<file path="config.mk">
export PLATFORM = sky130hd
export DESIGN_NAME = tank_move_arbiter_flat
export DESIGN_NICKNAME = d
export VERILOG_FILES = /design/src/rtl/tank_move_arbiter_if.sv /design/src/rtl/tank_move_arbiter.sv /design/src/flat_wrapper.sv
export SDC_FILE = /design/constraint.sdc
export NUM_CORES = 1
export LEC_CHECK = 0
export ABC_CLOCK_PERIOD_IN_PS = 2400
export CORE_ASPECT_RATIO = 0.9
export CORE_MARGIN = 5
export CORE_UTILIZATION = 45
export DETAILED_ROUTE_END_ITERATION = 8
export PLACE_DENSITY = 0.78
export SYNTH_ARGS = -nofsm -noshare
export SYNTH_HDL_FRONTEND = slang
export SYNTH_SLANG_ARGS = --single-unit
export TNS_END_PERCENT = 1
</file>
<file path="constraint.sdc">
create_clock -name clk -period 2.4 [get_ports clk]
set_input_delay 0.48 -clock clk [delete_from_list [all_inputs] [get_ports clk]]
set_output_delay 0.48 -clock clk [all_outputs]
set_load 0.01 [all_outputs]
</file>
<file path="src/rtl/tank_move_arbiter_if.sv">
// Move-request / verdict bundle for tank_move_arbiter.
// master: the requesting side (move FSM plus wall table); drives the request, the latched-at-
//         acceptance positions and the wall rectangle addressed by wall_idx.
// slave:  the arbiter; returns busy/done, the verdict and the wall table address.
// Signals: req, dir, main_ver/main_hor, sub_ver/sub_hor, wall_idx, wall_top/bottom/left/right,
//          busy, done, move_ok, hit_src, hit_idx.
interface tank_move_arbiter_if #(
  parameter int unsigned NUM_WALLS = 10,
  parameter int unsigned POS_W     = 10
);
  localparam int unsigned IDX_W = (NUM_WALLS > 1) ? $clog2(NUM_WALLS) : 1;

  logic             req;
  logic [1:0]       dir;
  logic [POS_W-1:0] main_ver;
  logic [POS_W-1:0] main_hor;
  logic [POS_W-1:0] sub_ver;
  logic [POS_W-1:0] sub_hor;
  logic [IDX_W-1:0] wall_idx;
  logic [POS_W-1:0] wall_top;
  logic [POS_W-1:0] wall_bottom;
  logic [POS_W-1:0] wall_left;
  logic [POS_W-1:0] wall_right;
  logic             busy;
  logic             done;
  logic             move_ok;
  logic [1:0]       hit_src;
  logic [IDX_W-1:0] hit_idx;

  modport master (
    output req, dir, main_ver, main_hor, sub_ver, sub_hor,
    output wall_top, wall_bottom, wall_left, wall_right,
    input  wall_idx, busy, done, move_ok, hit_src, hit_idx
  );

  modport slave (
    input  req, dir, main_ver, main_hor, sub_ver, sub_hor,
    input  wall_top, wall_bottom, wall_left, wall_right,
    output wall_idx, busy, done, move_ok, hit_src, hit_idx
  );
endinterface

</file>
<file path="src/rtl/tank_move_arbiter.sv">
// Sequential collision checker for one tank move request.
// On acceptance the candidate box one STEP away is checked against the screen edges, then the
// wall table is scanned one wall per cycle, then (optionally) the other tank is checked. A single
// done pulse reports move_ok and the source/index of the first blocking hit.
// Ports: clk, rst_n (async, active-low), arb (tank_move_arbiter_if.slave).
// Config macro: SUB_TANK_CHECK_EN -- when defined, adds the TANK state testing against the
// other tank; when undefined the sub_* inputs are ignored and hit_src never reports 3.
module tank_move_arbiter #(
  parameter int unsigned NUM_WALLS = 10,
  parameter int unsigned POS_W     = 10,
  parameter int unsigned TANK_SIZE = 32,
  parameter int unsigned STEP      = 1,
  parameter int unsigned SCREEN_W  = 640,
  parameter int unsigned SCREEN_H  = 480
) (
  input logic                clk,
  input logic                rst_n,
  tank_move_arbiter_if.slave arb
);
  localparam int unsigned IDX_W = (NUM_WALLS > 1) ? $clog2(NUM_WALLS) : 1;
  localparam logic [IDX_W-1:0] LAST_IDX = IDX_W'(NUM_WALLS - 1);

  localparam logic [1:0] SRC_NONE   = 2'd0;
  localparam logic [1:0] SRC_WALL   = 2'd1;
  localparam logic [1:0] SRC_SCREEN = 2'd2;
  localparam logic [1:0] SRC_TANK   = 2'd3;

  typedef enum logic [1:0] {StIdle, StScan, StTank, StDone} state_e;

  state_e           state_q, state_d;
  logic [POS_W:0]   cv_q, cv_d;
  logic [POS_W:0]   ch_q, ch_d;
  logic [IDX_W-1:0] wall_idx_q, wall_idx_d;
  logic [1:0]       hit_src_q, hit_src_d;
  logic [IDX_W-1:0] hit_idx_q, hit_idx_d;
  logic             move_ok_q, move_ok_d;

  // Strict overlap: shared edges do not collide. All math in 32 bits so nothing wraps.
  function automatic logic overlap(input int unsigned v, input int unsigned h,
                                   input int unsigned top, input int unsigned bottom,
                                   input int unsigned left, input int unsigned right);
    return (v < bottom) && (v + TANK_SIZE > top) && (h < right) && (h + TANK_SIZE > left);
  endfunction

  int unsigned    ver, hor;
  logic           edge_hit;
  logic [POS_W:0] cand_v, cand_h;
  logic           wall_hit;

  always_comb begin
    ver      = 32'(arb.main_ver);
    hor      = 32'(arb.main_hor);
    edge_hit = 1'b0;
    cand_v   = (POS_W+1)'(ver);
    cand_h   = (POS_W+1)'(hor);
    unique case (arb.dir)
      2'd0: begin
        edge_hit = ver < STEP;
        cand_v   = (POS_W+1)'(ver - STEP);
      end
      2'd1: begin
        edge_hit = ver + STEP + TANK_SIZE > SCREEN_H;
        cand_v   = (POS_W+1)'(ver + STEP);
      end
      2'd2: begin
        edge_hit = hor < STEP;
        cand_h   = (POS_W+1)'(hor - STEP);
      end
      default: begin
        edge_hit = hor + STEP + TANK_SIZE > SCREEN_W;
        cand_h   = (POS_W+1)'(hor + STEP);
      end
    endcase
  end

  assign wall_hit = overlap(32'(cv_q), 32'(ch_q), 32'(arb.wall_top), 32'(arb.wall_bottom),
                            32'(arb.wall_left), 32'(arb.wall_right));

`ifdef SUB_TANK_CHECK_EN
  logic [POS_W-1:0] sub_ver_q, sub_hor_q;
  logic             tank_hit;

  always_ff @(posedge clk or negedge rst_n) begin
    if (!rst_n) begin
      sub_ver_q <= '0;
      sub_hor_q <= '0;
    end else if (state_q == StIdle && arb.req) begin
      sub_ver_q <= arb.sub_ver;
      sub_hor_q <= arb.sub_hor;
    end
  end

  assign tank_hit = overlap(32'(cv_q), 32'(ch_q), 32'(sub_ver_q), 32'(sub_ver_q) + TANK_SIZE,
                            32'(sub_hor_q), 32'(sub_hor_q) + TANK_SIZE);
`else
  logic unused_sub;
  assign unused_sub = ^{arb.sub_ver, arb.sub_hor};
`endif

  // State register
  always_ff @(posedge clk or negedge rst_n) begin
    if (!rst_n) state_q <= StIdle;
    else        state_q <= state_d;
  end

  // Datapath registers
  always_ff @(posedge clk or negedge rst_n) begin
    if (!rst_n) begin
      cv_q       <= '0;
      ch_q       <= '0;
      wall_idx_q <= '0;
      hit_src_q  <= SRC_NONE;
      hit_idx_q  <= '0;
      move_ok_q  <= 1'b0;
    end else begin
      cv_q       <= cv_d;
      ch_q       <= ch_d;
      wall_idx_q <= wall_idx_d;
      hit_src_q  <= hit_src_d;
      hit_idx_q  <= hit_idx_d;
      move_ok_q  <= move_ok_d;
    end
  end

  // Next state and datapath; move_ok is set on the transition that reaches DONE clean.
  always_comb begin
    state_d    = state_q;
    cv_d       = cv_q;
    ch_d       = ch_q;
    wall_idx_d = wall_idx_q;
    hit_src_d  = hit_src_q;
    hit_idx_d  = hit_idx_q;
    move_ok_d  = move_ok_q;
    unique case (state_q)
      StIdle: begin
        if (arb.req) begin
          cv_d       = cand_v;
          ch_d       = cand_h;
          wall_idx_d = '0;
          hit_idx_d  = '0;
          move_ok_d  = 1'b0;
          if (edge_hit) begin
            hit_src_d = SRC_SCREEN;
            state_d   = StDone;
          end else begin
            hit_src_d = SRC_NONE;
            state_d   = StScan;
          end
        end
      end
      StScan: begin
        if (wall_hit) begin
          hit_src_d = SRC_WALL;
          hit_idx_d = wall_idx_q;
          state_d   = StDone;
        end else if (wall_idx_q == LAST_IDX) begin
`ifdef SUB_TANK_CHECK_EN
          state_d   = StTank;
`else
          move_ok_d = 1'b1;
          state_d   = StDone;
`endif
        end else begin
          wall_idx_d = wall_idx_q + IDX_W'(1);
        end
      end
`ifdef SUB_TANK_CHECK_EN
      StTank: begin
        if (tank_hit) hit_src_d = SRC_TANK;
        else          move_ok_d = 1'b1;
        state_d = StDone;
      end
`endif
      StDone:  state_d = StIdle;
      default: state_d = StIdle;
    endcase
  end

  // Outputs
  always_comb begin
    arb.busy     = (state_q != StIdle);
    arb.done     = (state_q == StDone);
    arb.wall_idx = wall_idx_q;
    arb.move_ok  = move_ok_q;
    arb.hit_src  = hit_src_q;
    arb.hit_idx  = hit_idx_q;
  end
endmodule

</file>
<file path="src/flat_wrapper.sv">
// flat-port wrapper written by rule: the top's interface ports become plain ports
module tank_move_arbiter_flat 
#(
  parameter int unsigned NUM_WALLS = 10,
  parameter int unsigned POS_W     = 10,
  parameter int unsigned TANK_SIZE = 32,
  parameter int unsigned STEP      = 1,
  parameter int unsigned SCREEN_W  = 640,
  parameter int unsigned SCREEN_H  = 480
)
  (clk, rst_n, arb_req, arb_dir, arb_main_ver, arb_main_hor, arb_sub_ver, arb_sub_hor, arb_wall_top, arb_wall_bottom, arb_wall_left, arb_wall_right, arb_wall_idx, arb_busy, arb_done, arb_move_ok, arb_hit_src, arb_hit_idx);
  tank_move_arbiter_if #(.NUM_WALLS(NUM_WALLS), .POS_W(POS_W)) arb_i ();
  input logic clk;
  input logic rst_n;
  input wire logic [$bits(arb_i.req)-1:0] arb_req;
  input wire logic [$bits(arb_i.dir)-1:0] arb_dir;
  input wire logic [$bits(arb_i.main_ver)-1:0] arb_main_ver;
  input wire logic [$bits(arb_i.main_hor)-1:0] arb_main_hor;
  input wire logic [$bits(arb_i.sub_ver)-1:0] arb_sub_ver;
  input wire logic [$bits(arb_i.sub_hor)-1:0] arb_sub_hor;
  input wire logic [$bits(arb_i.wall_top)-1:0] arb_wall_top;
  input wire logic [$bits(arb_i.wall_bottom)-1:0] arb_wall_bottom;
  input wire logic [$bits(arb_i.wall_left)-1:0] arb_wall_left;
  input wire logic [$bits(arb_i.wall_right)-1:0] arb_wall_right;
  output wire logic [$bits(arb_i.wall_idx)-1:0] arb_wall_idx;
  output wire logic [$bits(arb_i.busy)-1:0] arb_busy;
  output wire logic [$bits(arb_i.done)-1:0] arb_done;
  output wire logic [$bits(arb_i.move_ok)-1:0] arb_move_ok;
  output wire logic [$bits(arb_i.hit_src)-1:0] arb_hit_src;
  output wire logic [$bits(arb_i.hit_idx)-1:0] arb_hit_idx;
  assign arb_i.req = arb_req;
  assign arb_i.dir = arb_dir;
  assign arb_i.main_ver = arb_main_ver;
  assign arb_i.main_hor = arb_main_hor;
  assign arb_i.sub_ver = arb_sub_ver;
  assign arb_i.sub_hor = arb_sub_hor;
  assign arb_i.wall_top = arb_wall_top;
  assign arb_i.wall_bottom = arb_wall_bottom;
  assign arb_i.wall_left = arb_wall_left;
  assign arb_i.wall_right = arb_wall_right;
  assign arb_wall_idx = arb_i.wall_idx;
  assign arb_busy = arb_i.busy;
  assign arb_done = arb_i.done;
  assign arb_move_ok = arb_i.move_ok;
  assign arb_hit_src = arb_i.hit_src;
  assign arb_hit_idx = arb_i.hit_idx;
  tank_move_arbiter #(.NUM_WALLS(NUM_WALLS), .POS_W(POS_W), .TANK_SIZE(TANK_SIZE), .STEP(STEP), .SCREEN_W(SCREEN_W), .SCREEN_H(SCREEN_H)) u_core (.clk(clk), .rst_n(rst_n), .arb(arb_i));
endmodule
</file>
==> results of run 1 <==
cells in the final DEF (no fill, tap or decap), types with 4 or more instances in the layout:
| master | count |
|---|---|
| buf_4 | 76 |
| clkdlybuf4s50_1 | 72 |
| nand2_1 | 56 |
| inv_1 | 53 |
| ha_1 | 39 |
| dfrtp_1 | 35 |
| o21ai_0 | 33 |
| nor2_1 | 23 |
| xor2_1 | 19 |
| xnor2_1 | 14 |
| a21oi_1 | 14 |
| nand4_1 | 10 |
| nor3_1 | 10 |
| nand3_1 | 8 |
| and2_1 | 8 |
| ha_2 | 7 |
| nand2b_1 | 6 |
| a31oi_1 | 6 |
| nor4_1 | 6 |
| mux2i_1 | 6 |
| nand3_2 | 5 |
| o21ai_1 | 5 |
| a211oi_1 | 5 |
| o21ai_2 | 5 |
| clkbuf_8 | 5 |
| a21o_1 | 4 |
| nor2b_1 | 4 |
| and3_1 | 4 |
| o22ai_1 | 4 |
cells in the mapped netlist, types with 2 or more instances:
master    count
and2_1        8
buf_1         3
nor3_1       10
nor2b_1       4
or2_2         2
mux2_1        2
o211ai_1      3
o21a_1        3
ha_1         49
nor4_1        6
o21ai_1       6
mux2i_1       6
and4b_1       2
a211o_1       2
o21ai_0      37
a31oi_1       6
a41oi_1       2
nand4b_1      2
or3_1         3
a211oi_1      7
nand3b_1      3
a21o_1        4
nand3_1      12
xnor2_1      16
inv_1        54
o22ai_1       4
nand2_1      56
nor2_1       24
buf_2         6
and3_1        4
a21oi_1      15
nand4_1      10
xor2_1       19
nand2b_1      6
dfrtp_1      35
o31a_1        2
clkbuf_1     14
power by group through the flow:
| stage | combinational [W] | clock, W | sequential [W] |
|---|---|---|---|
| after floorplan | 0.00134 | 0 | 0.00107 |
| after detailed placement | 0.00228 | 0 | 0.00106 |
| after CTS | 0.00239 | 0.000535 | 0.00105 |
| after global placement | 0.00215 | 0 | 0.00105 |
| after global routing | 0.00290 | 0.000562 | 0.00112 |
| final | 0.00262 | 0.000524 | 0.00109 |
layer usage:
metal / wire, microns / track usage / up-vias
met1: 4750 / 0.2638 / 1791
met2: 5044 / 0.3408 / 120
met4: 215 / 0.05502 / 0
met3: 530 / 0.02724 / 20
li1: - / - / 1935
met5: 0 / 0 / -
cell families after synthesis:
kind of cell / count (synthesis) / synth area share
compound gates: 108 / 0.1914
fa+ha+maj: 49 / 0.1642
simple gates: 158 / 0.2118
mux: 10 / 0.02915
xor+xnor: 36 / 0.08814
buf+inv: 78 / 0.08076
flops: 35 / 0.2346
sequential cells by signal (all words and copies together), names as in the netlist:
register / cells
u_core.arb.hit_idx: 4
u_core.ch_q: 11
u_core.state_q: 2
u_core.arb.wall_idx: 4
u_core.arb.move_ok: 1
u_core.arb.hit_src: 2
u_core.cv_q: 11
repair_timing:
action | CTS | global route
endpoints found under the setup margin | 12 | 12
pin swaps | 15 | 20
buffers inserted | 2 | 0
gates resized for setup | 15 | 29
hold buffers | 0 | 0
worst max-delay path: stages (launching register included):
cell       delay [ns]
dfrtp_1          0.41
ha_4             0.18
nand3_2          0.12
xnor2_1          0.16
ha_1             0.30
o21a_1           0.12
o32a_1           0.15
o21ai_2          0.07
a32oi_2          0.20
o2111ai_4        0.21
o21ai_4          0.20
mux2_4           0.31
path summary, 6_finish.rpt:
check | from | to | slack, ns | cells past startpoint
max | u_core.ch_q[5]$_DFFE_PN0P_ | u_core.arb.hit_idx[1]$_DFFE_PN0P_ | -0.15 | 11
min | u_core.arb.hit_src[0]$_DFFE_PN0P_ | u_core.arb.hit_src[0]$_DFFE_PN0P_ | 0.50 | 2
max reg2reg | u_core.ch_q[5]$_DFFE_PN0P_ | u_core.arb.hit_idx[1]$_DFFE_PN0P_ | -0.15 | 11
min reg2reg | u_core.arb.hit_src[0]$_DFFE_PN0P_ | u_core.arb.hit_src[0]$_DFFE_PN0P_ | 0.50 | 2
max in group asynchronous | rst_n | u_core.cv_q[3]$_DFFE_PN0P_ | 1.48 | 2
min in group asynchronous | rst_n | u_core.arb.hit_idx[3]$_DFFE_PN0P_ | 0.59 | 2
area by class of cell:
cell class	count	area, sq um
clock inverter	3	43.79
clock buffer	5	68.82
tap	99	123.9
multi-input combinational	361	2729
sequential	35	875.8
inverter	54	202.7
fill	644	2666
timing repair buffer	154	1358
per-stage QoR:
stage | setup slack, ns | TNS, ns | utilization
floorplan | -0.1073 | -0.2852 | -
global placement | -0.5595 | -6.271 | 0.6312
detailed placement | -0.6148 | -6.907 | 0.6312
CTS | -0.2025 | -1.729 | 0.6528
global route | -0.3278 | -3.246 | 0.6695
finish | -0.1508 | -1.255 | 0.6695
==> qor.txt, run 1 <==
clock root cell: clkbuf_8
dpl cells: 701
syn_nets: 608
vias: 3866
Die Wd: 106.0 microns
nets@finish: 745
relative slew slack: 0.6901
max-slew violation count: 0
pin count of the biggest net entering global routing: 36
failing checks: setup timing
sw frac: 0.4109
Gate power share: 0.619
Die ar.: 10220 sq um
Layout Skew: 0.01213 ns
global-route wire length before repair: 17130 microns
post-DR wirelength/cell: 14.83 microns
GPL Wtd Cong: 0.9223
Vias/cell: 5.437
worst path required time: 2.57 ns
Peak VDD IR: 372.2 uV
share of layout cells above drive strength 1: 0.2108
Max Cap Viol: 0
gr usage total: 0.1982
Pwr Density: 783.2 nW/um^2
leakage power: 2.524 nW
critical path fanouts, max: 3
period utilization: 1.063
fin crit period: 2.551 ns
syn avg cell area: 7.877 sq um
clk_lat worst skew: 0.28 ns
router iterations before antenna repair: 4
post-synthesis register bit count: 35
Startpoint Class: register
clock buffer count from CTS: 5
CTS HTree Levels: 2
initial antenna violation count: 0
Post-synth EDFFs: 0
highest clock rate: 0.3920 GHz
Design Power: 0.004230 W
post-synthesis sequential area ratio: 0.2346
IO Count: 98
die height: 96.42 microns
Finished Layout Cells: 711
CTS tree: done
Clock Path Buffers: 2
total grt overflow: 0
clock network power share: 0.124
core area: 8068 sq um
Crit. End Element: register
DP HPWL: 8365 microns
Port Buffers: 77
fin worst setup slack: -0.1508 ns
vias in the first global route: 3823
Initial Utilization: 0.4628
final hold vios: 0
Least-Margin Pin Slew: 0.4649 ns
Syn-to-layout area delta: 44.67%
Unique masters post-synth: 64
endpoints failing setup: 11
synth top area cells: dfrtp_1 23%, ha_1 16%, nand2_1 5.6%
ys async rst share: 1.000
post-route cell area: 5401 sq um
Worst Path Class, Setup: register to register
Yosys top cell area share: 0.2346
most area-hungry cell type in the Yosys netlist: dfrtp_1
Syn Inst Count: 474
clk sinks: 35
DR iter-0 viols: 177
warnings from Yosys: 0
cell area after synthesis: 3734 sq um
remaining antenna violation count: 0
Rows: 31
Int Pwr: 0.002492 W
WP data arrival: 2.72 ns
NetSw: 0.001738 W
ANT cells: 0
Routed WL: 10540 microns
RSZ-0062 raised after global routing: true
WHS: 0.5018 ns
Hold Path Class: register to register
clk slew on worst S/H paths: 0.08 ns
status: finished with violations
ys flop type: dfrtp_1
Placement Cell Area: 5092 sq um
sequential fraction of design power: 0.257
DRC Markers: 0
(Power assumes the default switching activity.)
==> run 2, diff against run 1 <==
--- a/config.mk
+++ b/config.mk
@@ -8,9 +8,10 @@
 export ABC_CLOCK_PERIOD_IN_PS = 2400
 export CORE_ASPECT_RATIO = 0.9
 export CORE_MARGIN = 5
-export CORE_UTILIZATION = 45
+export CORE_UTILIZATION = 46
+export CTS_BUF_LIST = sky130_fd_sc_hd__clkbuf_4 sky130_fd_sc_hd__clkbuf_8
 export DETAILED_ROUTE_END_ITERATION = 8
-export PLACE_DENSITY = 0.78
+export PLACE_DENSITY = 0.79
 export SYNTH_ARGS = -nofsm -noshare
 export SYNTH_HDL_FRONTEND = slang
 export SYNTH_SLANG_ARGS = --single-unit
==> run 2 against run 1 <==
  * The run still ends with setup timing left
  * Routed wire length shrank 1.4%
  * Clock-buffer cell count is the same
  * Combinational power shrank 3%
  * Sequential power is essentially flat
  * Largest cell class unchanged
==> qor.txt, run 2 (same netlist as run 1, synthesis figures left out) <==
vias in the first global route: 3768
crit path from: arb_wall_bottom[2]
CTS HTree Levels: 2
reg2reg end: u_core.arb.wall_idx[1]$_DFFE_PN0P_
Max Cap Viol: 0
RR Startpoint: u_core.cv_q[5]$_DFFE_PN0P_
top flop regs: u_core.ch_q x11, u_core.cv_q x11
Hold Path Class: register to register
CP max stage cell: clkdlybuf4s50_1
clk slew on worst S/H paths: 0.08 ns
Worst Min Path Start: u_core.arb.move_ok$_DFFE_PN0P_
critical path fanouts, max: 4
Gate power share: 0.598
sequential fraction of design power: 0.252
DRC Markers: 0
fin worst setup slack: -0.2355 ns
sw frac: 0.4019
failing checks: setup timing
post-cts hold buffer count: 0
Port Buffers: 77
Int Pwr: 0.002533 W
commonest non-fill, non-tap cell in the layout: buf_4
nets@finish: 745
Layout Skew: 0.008155 ns
global-route wire length before repair: 17510 microns
worst hold endpoint: u_core.arb.move_ok$_DFFE_PN0P_
remaining antenna violation count: 0
Peak VDD IR: 390.2 uV
router iterations before antenna repair: 5
R2R Setup Slk: -0.18 ns
die height: 95.47 microns
crit-path most repeated cell: a21o_1
clock buffer count from CTS: 5
relative slew slack: 0.6863
IO Count: 98
gr usage total: 0.2081
RSZ-0062 raised after global routing: true
Syn-to-layout area delta: 43.50%
DR iter-0 viols: 157
CTS tree: done
post-DR wirelength/cell: 14.61 microns
period utilization: 1.098
Routed WL: 10390 microns
total grt overflow: 0
DP HPWL: 8346 microns
Placement Cell Area: 5100 sq um
Startpoint Class: primary input
Die ar.: 10020 sq um
Finished Layout Cells: 711
clk sinks: 35
Design Power: 0.004235 W
initial antenna violation count: 0
Rows: 31
NetSw: 0.001702 W
area taken by multi-input logic gates: 2669 sq um
Least-Margin Pin Slew: 0.4706 ns
final hold vios: 0
FF/Latch Area: 875.8 sq um
highest clock rate: 0.3794 GHz
Pwr Density: 790.4 nW/um^2
Die Wd: 105.0 microns
reg2reg path depth: 12
status: finished with violations
endpoints failing setup: 12
Vias/cell: 5.459
leakage power: 2.494 nW
worst slack, placed: -0.6312 ns
Initial Utilization: 0.4673
Worst Path Class, Setup: primary input to register
fin crit period: 2.635 ns
CP peak stage delay: 0.47 ns
post-route cell area: 5358 sq um
share of layout cells above drive strength 1: 0.1928
commonest non-fill, non-tap cells in the layout: 76 x buf_4, 75 x clkdlybuf4s50_1, 56 x nand2_1
critical-path cell list: clkdlybuf4s50_1, inv_1, ha_4, a21o_1, a31oi_1, o21ai_1, a21o_1, a32oi_2, o2111ai_4, o21ai_4, buf_6, mux2i_2
clock network power share: 0.149
ANT cells: 0
dpl cells: 702
pin count of the biggest net entering global routing: 36
Util after Layout: 0.6705
Hold Path Stages: 2
# fillers: 641
worst path required time: 2.61 ns
Crit. End Element: register
clk_lat worst skew: 0.29 ns
max-slew violation count: 0
clock root cell: clkbuf_8
core area: 7990 sq um
vias: 3881
GPL Wtd Cong: 0.8882
Clock Path Buffers: 2
WP data arrival: 2.84 ns
-- run 2: changes by cell type in the layout (fill, tap and decap cells not counted), moves of 3 or more --
cell / delta
o21ai_0: +3
ha_1: +5
ha_2: -4
clkdlybuf4s50_1: +3
dlymetal6s2s_1: -3
-- run 2: layout make-up --
cell class | instances | share of cell area
sequential | 35 | 0.1635
clock buffer | 5 | 0.01284
clock inverter | 3 | 0.01261
timing repair buffer | 154 | 0.2520
tap | 99 | 0.02312
inverter | 54 | 0.03783
multi-input combinational | 361 | 0.4981
-- run 2: how the worst max path moves through the flow --
stage / to / slack (ns) / depth (start not counted)
final: u_core.arb.hit_idx[2]$_DFFE_PN0P_ / -0.24 / 12
after global routing: u_core.arb.wall_idx[1]$_DFFE_PN0P_ / -0.32 / 12
after CTS: u_core.arb.wall_idx[1]$_DFFE_PN0P_ / -0.18 / 11
after detailed placement: u_core.arb.wall_idx[1]$_DFFE_PN0P_ / -0.63 / 11
after global placement: u_core.arb.wall_idx[1]$_DFFE_PN0P_ / -0.58 / 11
after floorplan: u_core.arb.hit_idx[1]$_DFFE_PN0P_ / -0.11 / 11
-- run 2: repair_timing --
item	in CTS	in global routing
setup buffers	1	0
resized for setup	24	2
pin swaps	11	1
endpoints found under the setup margin	12	12
-- run 2: through the flow --
step	hold WS [ns]	TNS [ns]
CTS	0.5186	-1.414
detailed placement	0.5007	-7.081
floorplan	0.1844	-0.2852
finish	0.5094	-2.065
global route	0.5445	-3.201
global placement	0.4908	-6.350
-- run 2: power groups by stage --
stage	logic (W)	registers [W]	clock network, W
2_1_floorplan	0.00134	0.00107	0
3_3_place_gp	0.00213	0.00104	0
3_5_place_dp	0.00225	0.00106	0
4_1_cts	0.00249	0.00106	0.000638
5_1_grt	0.00279	0.00110	0.000668
6_report	0.00253	0.00107	0.000631
-- run 2: per-layer routing --
metal  up-vias  GRT usage  wire, microns
li1       1931          -              -
met1      1805     0.2741           4677
met2       131     0.3643           5094
met3        14    0.02911            511
met4         0    0.04686            108
met5         -          0              0
-- run 2: worst max-delay path, delay by kind of cell --
family	cells	cell delay [ns]
fa+ha+maj	1	0.22
compound gates	7	1.23
mux	1	0.22
buf+inv	3	0.69
==> run 3, diff against run 2 <==
--- a/config.mk
+++ b/config.mk
@@ -6,6 +6,7 @@
 export NUM_CORES = 1
 export LEC_CHECK = 0
 export ABC_CLOCK_PERIOD_IN_PS = 2400
+export CAP_MARGIN = 5
 export CORE_ASPECT_RATIO = 0.9
 export CORE_MARGIN = 5
 export CORE_UTILIZATION = 46
==> results of run 3 <==
Same layout as run 2: the final DEF is identical, and so are final timing and power.
==> RTL edit: new RTL, settings of run 2 <==
The 4 states of `state_e` get a one-hot encoding in 4 bits.
--- a/src/rtl/tank_move_arbiter.sv
+++ b/src/rtl/tank_move_arbiter.sv
@@ -25,7 +25,7 @@
   localparam logic [1:0] SRC_SCREEN = 2'd2;
   localparam logic [1:0] SRC_TANK   = 2'd3;
 
-  typedef enum logic [1:0] {StIdle, StScan, StTank, StDone} state_e;
+  typedef enum logic [3:0] {StIdle = 4'b0001, StScan = 4'b0010, StTank = 4'b0100, StDone = 4'b1000} state_e;
 
   state_e           state_q, state_d;
   logic [POS_W:0]   cv_q, cv_d;
Formal check against the unedited RTL: no difference found for any inputs over 4 cycles, from zero or initial values and one cycle with rst_n low; so few cycles prove little.
==> RTL edit against run 2 <==
Clock power down 16%. Clock skew up 5.5 ps. Sequential cell count up 1. Synthesized area up 1.2%. Routed wire length up 3.3%. Highest routed layer unchanged. Power down 5.8%. Setup slack better by 82 ps. Combinational power down 5%. Final area up 3.8%. The run still ends with setup timing left. Die area up 1.1%.
==> RTL edit: results (changes against run 2) <==
outcome:
  outcome: "finished, violations left"
  violations: "setup timing"
place:
  dp_hpwl_um: 8450  # +1.3%
  pre_cts_ws_ps: -726  # -95.2 ps
  routabilityCongestion: 0.882  # -0.65%
critical_path:
  worstPathArrival_ps: 2780  # -60 ps
  reg2reg_depth: 10  # -2
  crit_start: "u_core.cv_q[6]"
  crit_path_top_delay_cell: "dfrtp_1"
  critPathMaxFanout: 6  # +2
  cpPeakStageDelay_ps: 430  # -40 ps
  rr_endpoint: "u_core.arb.wall_idx[2]"
routing:
  firstDrtPassIters: 4  # -1
  routedWlPerCell_um: 14.7  # +0.77%
yosys:
  synth_compound_area_frac: 0.192  # +0.000431
  synth.area.mux_share: 0.0318  # +0.00264
  yosys-top-cells-area: "dfrtp_1, ha_1, nand2_1, inv_1, o21ai_0"
  synth_cell_type_count: 63  # -1.6%
  synthTopCellsByCount: "nand2_1, inv_1, ha_1"
  ys_seq_area_frac: 0.239  # +0.00424
timing:
  finalWorstSetupSlack_ps: -154  # +81.8 ps
  final.setup.tns_ps: -1060  # +1010 ps
  clock_skew_ps: 13.7  # +5.51 ps
  slew_headroom: 0.624  # -0.0621
  setup_violations: 11  # -1
grt:
  grt_pass1_vias: 4024  # +6.8%
  grt_max_degree: 45  # +25%
  grt_use_total: 0.216  # +0.00771
  grt_pass1_wl_um: 18100  # +3.2%
power_and_ir_drop:
  vdd_drop_max_uv: 279  # -28%
  p_leak_nw: 2.58  # +3.6%
finish:
  layout-drive-gt1-share: 0.222  # +0.0294
  fillCellCount: 593  # -7.5%
  top_regs: "u_core.ch_q (11), u_core.cv_q (11)"
  fin_nets: 764  # +2.6%
-- RTL edit: cells by family after synthesis --
| kind of cell | Yosys count |
|---|---|
| buffers and inverters | 74 |
| XOR/XNOR | 32 |
| flip-flops | 36 |
| multiplexers | 12 |
| AO/OA/AOI/OAI | 110 |
| AND/OR/NAND/NOR | 164 |
| adder cells (fa/ha/maj) | 50 |
-- RTL edit: routing by layer --
layer / GRT usage / share of wire / vias to the layer above
li1: - / - / 1991
met1: 0.272 / 0.45 / 1891
met2: 0.383 / 0.49 / 92
met3: 0.0255 / 0.041 / 13
met4: 0.0809 / 0.017 / 0
met5: 0 / 0 / -
-- RTL edit: how the worst min path moves through the flow --
stage / startpoint / endpoint / slack, ps / cells past startpoint
detailed placement: u_core.arb.hit_src[0] / u_core.arb.hit_src[0] / 470 / 2
finish: u_core.arb.hit_src[0] / u_core.arb.hit_src[0] / 490 / 2
global placement: u_core.arb.hit_src[0] / u_core.arb.hit_src[0] / 470 / 2
global route: u_core.arb.hit_src[0] / u_core.arb.hit_src[0] / 530 / 2
CTS: u_core.arb.hit_src[0] / u_core.arb.hit_src[0] / 490 / 2
floorplan: rst_n / u_core.arb.hit_idx[0] / 180 / 0
-- RTL edit: through the flow --
step                instance area, um^2  cells
finish                             5560    729
global route                       5560    729
CTS                                5500    727
detailed placement                 5230    711
global placement                   5230    711
floorplan                          3820    478
-- RTL edit: timing repair --
action	in CTS	in global routing
pin swaps	23	18
setup buffers	8	2
hold buffers	0	0
resized for setup	42	18
setup endpoints to repair	14	14
-- RTL edit: layout make-up --
class	count	area (um^2)	area share
Clock buffer	5	68.8	0.0124
Clock inverter	3	42.5	0.00765
Inverter	52	195	0.0351
Multi-Input combinational cell	368	2800	0.503
Sequential cell	36	903	0.163
Tap cell	99	124	0.0223
Timing Repair Buffer	166	1430	0.257
-- RTL edit: tightest hold or removal path: stages (launching register included) --
cell     delay [ps]
dfrtp_1         350
nand2_1          50
nand2_1          60
-- RTL edit: power by group --
part,internal (W),switching [W],total [W]
clock network,0.000307,0.000225,0.000532
logic,0.00119,0.00122,0.00241
registers,0.000816,0.000236,0.00105
